--- src/rtl/result_sink_pkg.sv ---
// Shared types and default sizing for the result sink FIFO.
package result_sink_pkg;

  typedef enum logic [1:0] {
    SINK_FILLING = 2'd0,
    SINK_ALMFULL = 2'd1,
    SINK_FULL    = 2'd2
  } sink_state_e;

  localparam int DEF_DW        = 32;
  localparam int DEF_DEPTH     = 8;
  localparam int DEF_AF_MARGIN = 2;

endpackage

--- src/rtl/sink_fifo_mem.sv ---
// Storage array for the result sink: one synchronous write port, asynchronous read.
module sink_fifo_mem #(
  parameter int DW    = 32,
  parameter int DEPTH = 8
) (
  input  logic                     clk,
  input  logic                     we,
  input  logic [$clog2(DEPTH)-1:0] waddr,
  input  logic [DW-1:0]            wdata,
  input  logic [$clog2(DEPTH)-1:0] raddr,
  output logic [DW-1:0]            rdata
);

  logic [DW-1:0] mem [DEPTH];

  always_ff @(posedge clk) begin
    if (we) mem[waddr] <= wdata;
  end

  assign rdata = mem[raddr];

endmodule

--- src/rtl/result_sink_fifo.sv ---
// Result sink: captures producer words into a FWFT FIFO with registered almfull back-pressure.
// Define RESULT_SINK_STATS_EN to add accepted/dropped/peak statistics outputs.
module result_sink_fifo
  import result_sink_pkg::*;
#(
  parameter int DW        = DEF_DW,
  parameter int DEPTH     = DEF_DEPTH,
  parameter int AF_MARGIN = DEF_AF_MARGIN
) (
  input  logic                     clk,
  input  logic                     reset,
  input  logic                     in_valid,
  input  logic [DW-1:0]            in_data,
  output logic                     almfull,
  output logic                     out_valid,
  output logic [DW-1:0]            out_data,
  input  logic                     out_ready,
  output logic [$clog2(DEPTH):0]   level,
  output logic                     overflow,
  output sink_state_e              state
`ifdef RESULT_SINK_STATS_EN
  ,
  output logic [31:0]              stat_accepted,
  output logic [15:0]              stat_dropped,
  output logic [$clog2(DEPTH):0]   stat_peak
`endif
);

  localparam int PW = $clog2(DEPTH);
  localparam int LW = PW + 1;
  localparam logic [LW-1:0] FULL_LVL = LW'(DEPTH);
  localparam logic [LW-1:0] AF_LVL   = LW'(DEPTH - AF_MARGIN);

  // Handshake: a word moves in on any in_valid cycle with room (or a same-cycle pop),
  // and out on a cycle where out_valid && out_ready; nothing else transfers data.
  logic [PW-1:0] wr_ptr, rd_ptr;
  logic [LW-1:0] level_next;
  logic          push, pop, drop, full;
  sink_state_e   state_next;

  assign out_valid  = (level != '0);
  assign pop        = out_valid && out_ready;
  assign push       = in_valid && (!full || pop);
  assign drop       = in_valid && full && !pop;
  assign level_next = level + LW'(push) - LW'(pop);

  always_ff @(posedge clk) begin
    if (reset) state <= SINK_FILLING;
    else       state <= state_next;
  end

  always_comb begin
    state_next = SINK_FILLING;
    if (level_next >= FULL_LVL)    state_next = SINK_FULL;
    else if (level_next >= AF_LVL) state_next = SINK_ALMFULL;
  end

  // The state register already reflects level_next of the previous edge, so almfull is registered.
  always_comb begin
    almfull = (state != SINK_FILLING);
    full    = (state == SINK_FULL);
  end

  always_ff @(posedge clk) begin
    if (reset) begin
      wr_ptr   <= '0;
      rd_ptr   <= '0;
      level    <= '0;
      overflow <= 1'b0;
    end else begin
      if (push) wr_ptr <= wr_ptr + PW'(1);
      if (pop)  rd_ptr <= rd_ptr + PW'(1);
      level    <= level_next;
      overflow <= overflow | drop;
    end
  end

  sink_fifo_mem #(
    .DW    (DW),
    .DEPTH (DEPTH)
  ) u_mem (
    .clk   (clk),
    .we    (push),
    .waddr (wr_ptr),
    .wdata (in_data),
    .raddr (rd_ptr),
    .rdata (out_data)
  );

`ifdef RESULT_SINK_STATS_EN
  always_ff @(posedge clk) begin
    if (reset) begin
      stat_accepted <= '0;
      stat_dropped  <= '0;
      stat_peak     <= '0;
    end else begin
      if (push) stat_accepted <= stat_accepted + 32'd1;
      if (drop && (stat_dropped != '1)) stat_dropped <= stat_dropped + 16'd1;
      if (level_next > stat_peak) stat_peak <= level_next;
    end
  end
`endif

endmodule
--- config.mk ---
export PLATFORM = sky130hd
export DESIGN_NAME = result_sink_fifo
export DESIGN_NICKNAME = d
export VERILOG_FILES = /design/src/rtl/result_sink_pkg.sv /design/src/rtl/sink_fifo_mem.sv /design/src/rtl/result_sink_fifo.sv
export SDC_FILE = /design/constraint.sdc
export NUM_CORES = 1
export LEC_CHECK = 0
export BUFFER_PORTS_ARGS = -buffer_cell sky130_fd_sc_hd__buf_2
export CORE_ASPECT_RATIO = 0.9
export CORE_MARGIN = 4
export CORE_UTILIZATION = 43
export CTS_CLUSTER_DIAMETER = 80
export DETAILED_ROUTE_END_ITERATION = 8
export GPL_ROUTABILITY_DRIVEN = 0
export PLACE_DENSITY = 0.64
export SLEW_MARGIN = 40
export SYNTH_ARGS = -nofsm -noshare
export SYNTH_HDL_FRONTEND = slang
export SYNTH_SLANG_ARGS = --single-unit
--- constraint.sdc ---
create_clock -name clk -period 8.7 [get_ports clk]
set_input_delay 1.305 -clock clk [delete_from_list [all_inputs] [get_ports clk]]
set_output_delay 1.305 -clock clk [all_outputs]
set_load 0.005 [all_outputs]
After elaboration in Yosys (flattened, before gate mapping)
Memory sizes are Yosys's and may differ from the RTL's. A register that Yosys moved wholly into a read port is not among the register bits.
Cells that the tools add are included.

word-level totals
  output and inout bits = 41
  logic and storage cells = 31
  memories = 1
  input port bits = 36
  register bits after elaboration = 13
  memory bits (writable) = 256

memories
  memory     words  width  read ports  clocked after memory_dff  write ports  RTL line             source
  u_mem.mem  8      32     1           1                         1            sink_fifo_mem.sv:14  logic [DW-1:0] mem [DEPTH];

cells by class
  reduce and logical (&&, ||, !) cells = 10
  multiplexer cells = 6
  $add $sub $neg = 4
  equal/unequal tests = 1
  bitwise gates (word level) = 1
  order comparisons = 2

operator list
  cell                                                 number
  adder 3 x 1 -> 3 bit, second input constant          2
  two-way mux 3 bit                                    2
  adder 4 x 1 -> 4 bit                                 1
  >= comparator 4 x 3 -> 1 bit, second input constant  1
  >= comparator 4 bit, second input constant           1
  logical AND 1 bit                                    4
  nonzero test 4 bit                                   1
  subtractor 4 x 1 -> 4 bit                            1
  two-way mux 1 bit                                    3
  == test 2 bit, second input constant                 1
  logical NOT 1 bit                                    2
  two-way mux 2 bit                                    1
  nonzero test 2 bit                                   1
  OR reduction 2 bit                                   1
  logical OR 1 bit                                     1
  OR 1 bit                                             1

Logic depth before layout (Yosys ltp)
  word-level depth = 9
  mapped depth = 11
  gate-level depth less buffers = 11

By module
Synthesis repeated with hierarchy kept, for this count alone.

second synthesis, totals
  cell total of the unflattened synthesis = 459
  area total of the unflattened synthesis = 10536.4 um^2

by module, submodules not included
  module            instances  area each (um^2)  sequential area each (um^2)  cells each
  sink_fifo_mem     1          9825.7            7687.4                       383
  result_sink_fifo  1          710.7             260.2                        76

Worst setup path after synthesis
Ideal clock, no wire load.

  path kind = input to register
  start = in in_valid
  end = mem u_mem.mem[2][0] (enable)
  arrival time = 4.422 ns
  stages = 3
  slack = 3.811 ns
  data required time = 8.232 ns
  path buffers = 1
  library setup time = 0.468 ns
  cells stage by stage = clkbuf_1 or3b_2 nor3b_1

between the ends
  word-level cells in the longest chain between the ends = 3

ends and longest elaborated chain
  what                                     RTL line                source
  start: declaration                       result_sink_fifo.sv:12  input logic in_valid,
  logical AND 1 bit                        result_sink_fifo.sv:43  assign push = in_valid && (!full || pop);
  two-way mux 1 bit                        sink_fifo_mem.sv:17     if (we) mem[waddr] <= wdata;
  two-way mux 1 bit (implied by the code)  sink_fifo_mem.sv:17
  end: declaration                         sink_fifo_mem.sv:14

Every way passes these cells.

==> metrics.cfg <==
[min_path]
hp-start = overflow
hp-class = reg2reg
hold_depth = 1
worstHoldEndpoint = overflow

[synth]
synth_top_flop_cell = edfxtp_1
postSynthCellCount = 463
netlist_top_cells_area = edfxtp_1 72%, mux4_1 9.9%, mux4_2 5.1%
yosys.area.top_type = edfxtp_1
ys_seq_elements = 272
netlist_area_um2 = 10600
synth_cell_types = 37
synthArstFlopShare = 0
synth_nets = 506
avgSynthCellArea_um2 = 22.9
seq_area_frac_synth = 0.754
yosysTopAreaCellShare = 0.724
synth_edf_count = 256
synth_common_cells = 256 x edfxtp_1, 40 x mux4_1, 38 x mux2_2, 24 x mux4_2, 16 x dfxtp_1
synth-warning-count = 0
synthMostInstantiatedCell = edfxtp_1

[route]
viasPerCell = 5.45
drc = 0
ant_nets = 0
vias = 4858
routed_wl_um = 19800
drt_iter0_markers = 320
first_pass_iters = 4
wire_per_inst_um = 22.2

[timing]
setup_tns_ns = 0
rsz0062_at_grt = false
setup_ws_ns = 4.68
tightest_slew_ns = 0.778
relSlewSlack = 0.478
slew_violations = 0
finalHoldViolations = 0
clock_skew_ns = 0.0130
setup_viol = 0
whs_ns = 0.521
fmax_mhz = 249
fin_crit_sh = 0.462
min_period_ns = 4.02

[power]
power_density_nw_per_um2 = 282
p_total_mw = 3.50
ir_drop_mv = 0.158
power.leakage_nw = 4.16

[setup_path]
reg2reg_depth = 7
crit_arrival_ns = 2.71
reg2reg_slack_ns = 5.92
r2r_end = u_mem.mem[7][23]
start_kind = flip-flop
crit_fanout = 52
critPathKind = reg2out
crit_path_end_kind = output pin
worstReg2RegStart = level[2]
required_ns = 7.39

[clock_tree]
cts_tree = done
hold_buffers = 0
clock_latency_ns = 0.52
h-tree-depth = 1
clk_path_buf_depth = 3
post_cts_resized = 0
cts_root_buf = clkbuf_16
post-cts-setup-buffers = 0
cts_inserted_buffers = 28
cts.sinks = 272
clk_pin_slew_ns = 0.06

[finish]
final_cell_count_no_fill = 892
fin_util = 0.512
area_delta_synth_final_pct = 17.0
nFillCells = 1907
drive_gt1_frac = 0.364
fin_area_um2 = 12400
layout.nets = 604

[floorplanning]
die-height_um = 157
die_w_um = 174
num_rows = 54
start_util = 0.438
dieArea_um2 = 27300
core-area_um2 = 24300
ios = 77

[placement]
port_buffers = 76
dp_hpwl_um = 11500
place_inst = 839
placed_cell_area_um2 = 11400
dp_slack_ns = 5.18

[global_route]
grt_max_degree = 53
grt_use_total = 0.144
grt_overflow = 0
grt_pass1_wl_um = 30200
grt_pass1_vias = 5120
grt_antenna_before_repair = 2

[flow_run]
cap_viol_max_count = 0

[run_status]
outcome = completed

worst max-delay path by stage:
stage	startpoint	to	slack, ns	cells after the start
floorplan	in_valid	u_mem.mem[2][0]	3.81	3
global placement	flip-flop	out_data[20]	4.97	4
detailed placement	flip-flop	out_data[22]	5.18	4
CTS	flip-flop	out_data[29]	4.62	4
global route	flip-flop	out_data[22]	4.52	4
finish	flip-flop	out_data[22]	4.68	4
state kept, by name (all words and copies together), names as in the netlist, named ones only:
register / cells
rd_ptr: 3
state: 2
overflow: 1
wr_ptr: 3
level: 4
u_mem.mem: 256
worst max-delay path: stages (launching register included):
cell and delay [ns]:
dfxtp_4 0.49, buf_6 0.58, mux4_1 0.64, mux2_2 0.30, buf_2 0.14
cell families after synthesis:
group,Yosys count,share of synthesized area
XOR/XNOR,1,0.000825
adder cells (fa/ha/maj),7,0.00896
multiplexers,103,0.191
AND/OR/NAND/NOR,38,0.0210
flip-flops,272,0.754
AO/OA/AOI/OAI,12,0.00754
buffers and inverters,30,0.0163
metal layers:
layer  global-route usage  share of wire
met5                    0         0.0011
met4               0.0290          0.017
met3               0.0312          0.056
met2                0.248           0.49
met1                0.195           0.44
layout make-up:
type | instances | area (um^2) | area share
diodes | 1 | 2.50 | 0.000201
well taps | 308 | 385 | 0.0310
repair buffers | 90 | 514 | 0.0414
multi-input cells | 161 | 2490 | 0.200
clock buffers | 35 | 768 | 0.0619
flip-flops and latches | 272 | 8020 | 0.646
inverters | 8 | 30.0 | 0.00242
clock inverters | 17 | 213 | 0.0171
layout by cell type, fill, tap and decap left out, drive strengths merged:
cell type	synthesis	routed
o21ai	2	2
nor3	4	4
or2	1	1
nor4	1	1
edfxtp	256	256
nor2b	6	6
nand3b	2	2
inv	8	8
mux2	38	38
ha	6	6
nor4b	1	1
mux4	64	64
nand2b	1	1
or3b	1	1
clkinvlp	0	1
a32oi	1	1
or3	2	2
clkinv	0	11
bufinv	0	5
and3	1	1
dfxtp	16	16
nor3b	5	5
a21oi	5	5
diode	0	1
xor2	1	1
buf	17	90
a22o	1	1
nor2	6	6
fa	1	1
a2bb2oi	1	1
clkbuf	5	35
mux2i	1	1
o211ai	1	1
nand2	4	4
a21o	1	1
nand3	3	3
where the power goes:
part / total (mW) / switching [mW] / internal [mW]
combinational: 0.661 / 0.315 / 0.346
sequential: 1.60 / 0.0528 / 1.55
clock: 1.24 / 0.466 / 0.772
No activity file was read; power rests on OpenSTA's default activity.
